===== src/rtl/clock_pkg.sv =====
// Shared types and limits for the time-of-day controller.
package clock_pkg;

  typedef enum logic [1:0] {
    MODE_RUN   = 2'd0,
    MODE_SET_H = 2'd1,
    MODE_SET_M = 2'd2
  } clk_mode_t;

  localparam logic [4:0] MAX_HOURS   = 5'd23;
  localparam logic [5:0] MAX_MINUTES = 6'd59;
  localparam logic [5:0] MAX_SECONDS = 6'd59;

  // True when an RTC snapshot holds a legal time of day.
  function automatic logic rtc_fields_ok(input logic [5:0] h,
                                         input logic [5:0] m,
                                         input logic [5:0] s);
    return (h <= {1'b0, MAX_HOURS}) && (m <= MAX_MINUTES) && (s <= MAX_SECONDS);
  endfunction

endpackage


===== src/rtl/btn_repeat.sv =====
// Rising-edge detector with hold-to-repeat for a debounced button level.
module btn_repeat #(
  parameter int unsigned REPEAT_DLY  = 25_000_000,
  parameter int unsigned REPEAT_RATE = 5_000_000
) (
  input  logic clk,
  input  logic rst,
  input  logic btn_i,
  output logic ev_o
);

  localparam int unsigned CNT_MAX = (REPEAT_DLY > REPEAT_RATE) ? REPEAT_DLY : REPEAT_RATE;
  localparam int unsigned CW      = $clog2(CNT_MAX + 1);

  logic          btn_q;
  logic          ev_q;
  logic          rep_q;
  logic [CW-1:0] cnt_q;
  logic [CW-1:0] limit;

  // Cycles between events: initial delay first, then the repeat rate.
  always_comb begin
    limit = rep_q ? CW'(REPEAT_RATE - 1) : CW'(REPEAT_DLY - 1);
  end

  // Edge detect, then count held cycles since the last event.
  always_ff @(posedge clk or posedge rst) begin
    if (rst) begin
      btn_q <= 1'b0;
      ev_q  <= 1'b0;
      rep_q <= 1'b0;
      cnt_q <= '0;
    end else begin
      btn_q <= btn_i;
      ev_q  <= 1'b0;
      if (btn_i && !btn_q) begin
        ev_q  <= 1'b1;
        cnt_q <= '0;
        rep_q <= 1'b0;
      end else if (btn_i) begin
        if (cnt_q == limit) begin
          ev_q  <= 1'b1;
          cnt_q <= '0;
          rep_q <= 1'b1;
        end else begin
          cnt_q <= cnt_q + CW'(1);
        end
      end else begin
        cnt_q <= '0;
        rep_q <= 1'b0;
      end
    end
  end

  assign ev_o = ev_q;

endmodule


===== src/rtl/clock_time_ctrl.sv =====
// Time-of-day keeper with two-button set mode and RTC snapshot loading.
module clock_time_ctrl
  import clock_pkg::*;
#(
  parameter int unsigned BLINK_DIV   = 12_500_000,
  parameter int unsigned REPEAT_DLY  = 25_000_000,
  parameter int unsigned REPEAT_RATE = 5_000_000
) (
  input  logic       clk,
  input  logic       rst,
  input  logic       tick,
  input  logic       btn_mode,
  input  logic       btn_inc,
  input  logic       rtc_load,
  input  logic [5:0] rtc_hours,
  input  logic [5:0] rtc_minutes,
  input  logic [5:0] rtc_seconds,
  output logic [4:0] time_hours,
  output logic [5:0] time_minutes,
  output logic [5:0] time_seconds,
  output logic [1:0] mode,
  output logic       blink,
  output logic       time_valid,
  output logic       rtc_ack,
  output logic       rtc_err
);

  localparam int unsigned BW = $clog2(BLINK_DIV + 1);

  clk_mode_t     mode_q;
  logic [4:0]    hr_q, hr_d;
  logic [5:0]    min_q, min_d;
  logic [5:0]    sec_q, sec_d;
  logic          blink_q, valid_q, ack_q, err_q;
  logic [BW-1:0] bcnt_q;
  logic          bm_q, mode_ev_q;
  logic          inc_ev;

  btn_repeat #(
    .REPEAT_DLY  (REPEAT_DLY),
    .REPEAT_RATE (REPEAT_RATE)
  ) u_inc (
    .clk   (clk),
    .rst   (rst),
    .btn_i (btn_inc),
    .ev_o  (inc_ev)
  );

  // Time advanced by one second with full carry chain.
  always_comb begin
    hr_d  = hr_q;
    min_d = min_q;
    sec_d = sec_q + 6'd1;
    if (sec_q == MAX_SECONDS) begin
      sec_d = '0;
      if (min_q == MAX_MINUTES) begin
        min_d = '0;
        hr_d  = (hr_q == MAX_HOURS) ? '0 : hr_q + 5'd1;
      end else begin
        min_d = min_q + 6'd1;
      end
    end
  end

  // Mode FSM, time registers, RTC handshake and blink timer.
  always_ff @(posedge clk or posedge rst) begin
    if (rst) begin
      mode_q    <= MODE_RUN;
      hr_q      <= '0;
      min_q     <= '0;
      sec_q     <= '0;
      blink_q   <= 1'b0;
      valid_q   <= 1'b0;
      ack_q     <= 1'b0;
      err_q     <= 1'b0;
      bcnt_q    <= '0;
      bm_q      <= 1'b0;
      mode_ev_q <= 1'b0;
    end else begin
      bm_q      <= btn_mode;
      mode_ev_q <= btn_mode & ~bm_q;
      ack_q     <= 1'b0;
      err_q     <= 1'b0;
      unique case (mode_q)
        MODE_RUN: begin
          blink_q <= 1'b0;
          bcnt_q  <= '0;
          if (mode_ev_q) begin
            mode_q  <= MODE_SET_H;
            blink_q <= 1'b1;
          end else if (rtc_load) begin
            if (rtc_fields_ok(rtc_hours, rtc_minutes, rtc_seconds)) begin
              hr_q    <= rtc_hours[4:0];
              min_q   <= rtc_minutes;
              sec_q   <= rtc_seconds;
              ack_q   <= 1'b1;
              valid_q <= 1'b1;
            end else begin
              err_q <= 1'b1;
            end
          end else if (tick) begin
            hr_q  <= hr_d;
            min_q <= min_d;
            sec_q <= sec_d;
          end
        end
        MODE_SET_H, MODE_SET_M: begin
          if (mode_ev_q) begin
            bcnt_q <= '0;
            if (mode_q == MODE_SET_H) begin
              mode_q  <= MODE_SET_M;
              blink_q <= 1'b1;
            end else begin
              mode_q  <= MODE_RUN;
              sec_q   <= '0;
              valid_q <= 1'b1;
              blink_q <= 1'b0;
            end
          end else if (inc_ev) begin
            if (mode_q == MODE_SET_H)
              hr_q <= (hr_q == MAX_HOURS) ? '0 : hr_q + 5'd1;
            else
              min_q <= (min_q == MAX_MINUTES) ? '0 : min_q + 6'd1;
            blink_q <= 1'b1;
            bcnt_q  <= '0;
          end else if (bcnt_q == BW'(BLINK_DIV - 1)) begin
            bcnt_q  <= '0;
            blink_q <= ~blink_q;
          end else begin
            bcnt_q <= bcnt_q + BW'(1);
          end
        end
        default: mode_q <= MODE_RUN;
      endcase
    end
  end

  assign time_hours   = hr_q;
  assign time_minutes = min_q;
  assign time_seconds = sec_q;
  assign mode         = mode_q;
  assign blink        = blink_q;
  assign time_valid   = valid_q;
  assign rtc_ack      = ack_q;
  assign rtc_err      = err_q;

endmodule


===== config.mk =====
export PLATFORM = sky130hd
export DESIGN_NAME = clock_time_ctrl
export DESIGN_NICKNAME = d
export VERILOG_FILES = /design/src/rtl/clock_pkg.sv /design/src/rtl/btn_repeat.sv /design/src/rtl/clock_time_ctrl.sv
export SDC_FILE = /design/constraint.sdc
export NUM_CORES = 1
export LEC_CHECK = 0
export ABC_AREA = 1
export CELL_PAD_IN_SITES_DETAIL_PLACEMENT = 1
export CELL_PAD_IN_SITES_GLOBAL_PLACEMENT = 2
export CORE_ASPECT_RATIO = 0.8
export CORE_UTILIZATION = 30
export CTS_CLUSTER_DIAMETER = 30
export DETAILED_ROUTE_END_ITERATION = 6
export PLACE_DENSITY_LB_ADDON = 0.1
export SLEW_MARGIN = 20
export SYNTH_ARGS = -nofsm -noshare
export SYNTH_HDL_FRONTEND = slang
export SYNTH_SLANG_ARGS = --single-unit
export TNS_END_PERCENT = 10

===== constraint.sdc =====
create_clock -name clk -period 2.35 [get_ports clk]
set_input_delay 0.5875 -clock clk [delete_from_list [all_inputs] [get_ports clk]]
set_output_delay 0.5875 -clock clk [all_outputs]
set_load 0.005 [all_outputs]

==> summary.txt <==
Hold Path End: mode_ev_q
Horiz. Die Dim: 145 microns
Most used DFF post-synth: dfrtp_1
Crit path required time: 1.76 ns
TritonCTS clock tree: built
Worst reg2reg startpoint: mode[1]
Share of layout cells above drive strength 1: 12.1%
Routed vias: 4363
Skew-Pair Late Insertion Delay: 0.34 ns
Boundary Pins: 47
Post-Synthesis Cell Area: 4870 sq um
EDFF count, synth: 0
Crit path kind: reg2out
Setup Skew: 0.00598 ns
Most common cell in the netlist: nand2_1
Largest net degree at the start of global routing: 24
Hold-fix buffers, CTS: 0
Gpl congestion: 0.767
Crit path DAT: 1.36 ns
Synth cell count leaders: nand2_1, nor2_1, dfrtp_1
Syn Nets: 697
Post-CTS Setup Bufs: 0
Total negative setup slack: 0 ns
Hold path cells: 1
CTS Root Cell: clkbuf_16
Top post-synthesis cells by area: dfrtp_1, nand2_1, nor2_1
Routed wire length: 13900 microns
Dominant cell type by area after synthesis: dfrtp_1
H-tree depth: 3
Starting density of the core: 30.9%
Post-Synthesis Cells: 663
Cts repair resizes: 0
Total grt overflow: 0
Final period utilization: 83.0%
Pre-CTS WS: 0.204 ns
CTS sink count: 77
RSZ-0062 raised after global routing: no
Final hold viol count: 0
Total track usage: 18.3%
Critical-path top delay cell: clkdlybuf4s50_1
Worst hold path type: reg2reg
# rows: 41
Register area share after synthesis: 39.5%
Levels on crit path: 1
Initial antenna violation count: 0
Maxcap violations: 0
Cell depth of the worst flop-to-flop path: 10
Critical Path Max Stage Delay: 0.55 ns
Worst hold start: bm_q
DR DRC count: 0
Worst Slack Setup Final: 0.400 ns
Synth Register Bits: 77
Total clock buffers created by CTS: 9
Minimum clock period: 1.95 ns
IO buf count: 46
Worst-margin pin slew: 0.501 ns
Synth cell types: 36
Antenna Cells: 0
Crit path max-delay family: buffers and inverters
P_leak: 2.64 nW
Ys Warns: 0
Outcome: completed
Ys async rst share: 100%
Pwr per Cell Area: 817 nW/um^2
DP Wirelength: 10900 microns
Placed inst area: 5630 sq um
Reg clk slew, reported paths: 0.06 ns
Synthesis-to-finish area growth: 21.5%
Share of the synthesized area in the top cell type: 39.5%
Relative slew margins: 66.5%
Via/cell ratio: 4.63
Final #Nets: 757
Final Cell Area: 5920 sq um
Drt first pass iters: 4
Chip height: 116 microns
# setup viols final: 0
Reg2Reg Capture Point: time_hours[4]
Floorplan core area: 15800 sq um
Post-DRT Antenna Nets: 0
Crit-path max FO: 5
Finished Core Util: 37.5%
WL per Instance: 14.7 microns
Bufs on Longest Clock Path: 2
Max VDD drop: 415 uV
CP bufs+invs: 1
Max Slew Vio Count: 0
Syn Area/Cell: 7.35 sq um
DR iter-0 viols: 148
Critical path startpoint category: register
Fmax: 513 MHz
Vias in the first global route: 4536
Cell Chain, Critical Path: clkdlybuf4s50_1
DIE AREA: 16800 sq um
Global-route wire length before repair: 23500 microns
CP Capture Type: primary output
Reg-to-reg slack, setup: 0.41 ns
Hold Slack: 0.393 ns
## logic make-up after synthesis
family          after synthesis  share of synthesized area, %
flops                        77                          39.5
compound gates               47                          5.29
fa+ha+maj                    10                          2.57
mux                           1                         0.205
buf+inv                      92                          8.50
xor+xnor                     22                          3.95
simple gates                414                          40.0
## cells in the final DEF (no fill, tap or decap), drive strengths merged
cell type / n
clkinv: 2
o21ai: 26
clkbuf: 11
nor3: 14
buf: 11
xnor2: 6
a21oi: 13
xor2: 16
ha: 10
nor3b: 1
nand2: 188
nand3: 57
clkdlybuf4s50: 46
nand3b: 4
nand4: 24
dfrtp: 77
nor2: 126
o21bai: 6
a31oi: 1
clkinvlp: 5
inv: 82
o21a: 1
mux2i: 1
## layer usage
layer / vias to the layer above / part of all wire, % / track usage, %
li1: 2224 / - / -
met1: 2098 / 52 / 25.7
met2: 32 / 45 / 29.1
met3: 9 / 2.0 / 3.51
met4: 0 / 0.76 / 4.00
met5: - / 0 / 0
## cell type report
cell class | count | area [sq um]
clock buffers | 11 | 253
clock inverters | 5 | 35.0
fillers | 1990 | 9880
inverters | 84 | 324
multi-input cells | 494 | 2530
flip-flops and latches | 77 | 1930
well taps | 215 | 269
repair buffers | 57 | 581
## through the flow
step / std cells / power, mW
after global routing: 943 / 5.20
after floorplan: 663 / 2.81
after CTS: 943 / 4.92
final: 943 / 4.84
after global placement: 927 / 3.49
after detailed placement: 927 / 3.53
## worst max path at each step
stage	from	to	slack (ns)
finish	time_minutes[0]	time_minutes[0]	0.40
global route	mode[1]	time_hours[4]	0.18
CTS	time_minutes[2]	time_minutes[2]	0.37
detailed placement	rtc_load	time_hours[0]	0.20
global placement	rtc_load	time_hours[0]	0.21
floorplan	mode[0]	time_hours[2]	0.60
## state kept, by name, indices dropped and copies added (netlist names)
name          cells
rtc_err           1
mode              2
u_inc.ev_o        1
u_inc.rep_q       1
blink             1
rtc_ack           1
u_inc.btn_q       1
bm_q              1
time_seconds      6
bcnt_q           24
time_valid        1
mode_ev_q         1
time_minutes      6
time_hours        5
u_inc.cnt_q      25
## power by group
group,internal (mW),leakage (nW),total (mW),switching [mW]
registers,1.49,1.04,1.72,0.228
logic,0.728,1.47,1.77,1.04
clock network,0.771,0.130,1.35,0.580
total,2.99,2.64,4.84,1.84
Power figures use the tool's default switching activity.
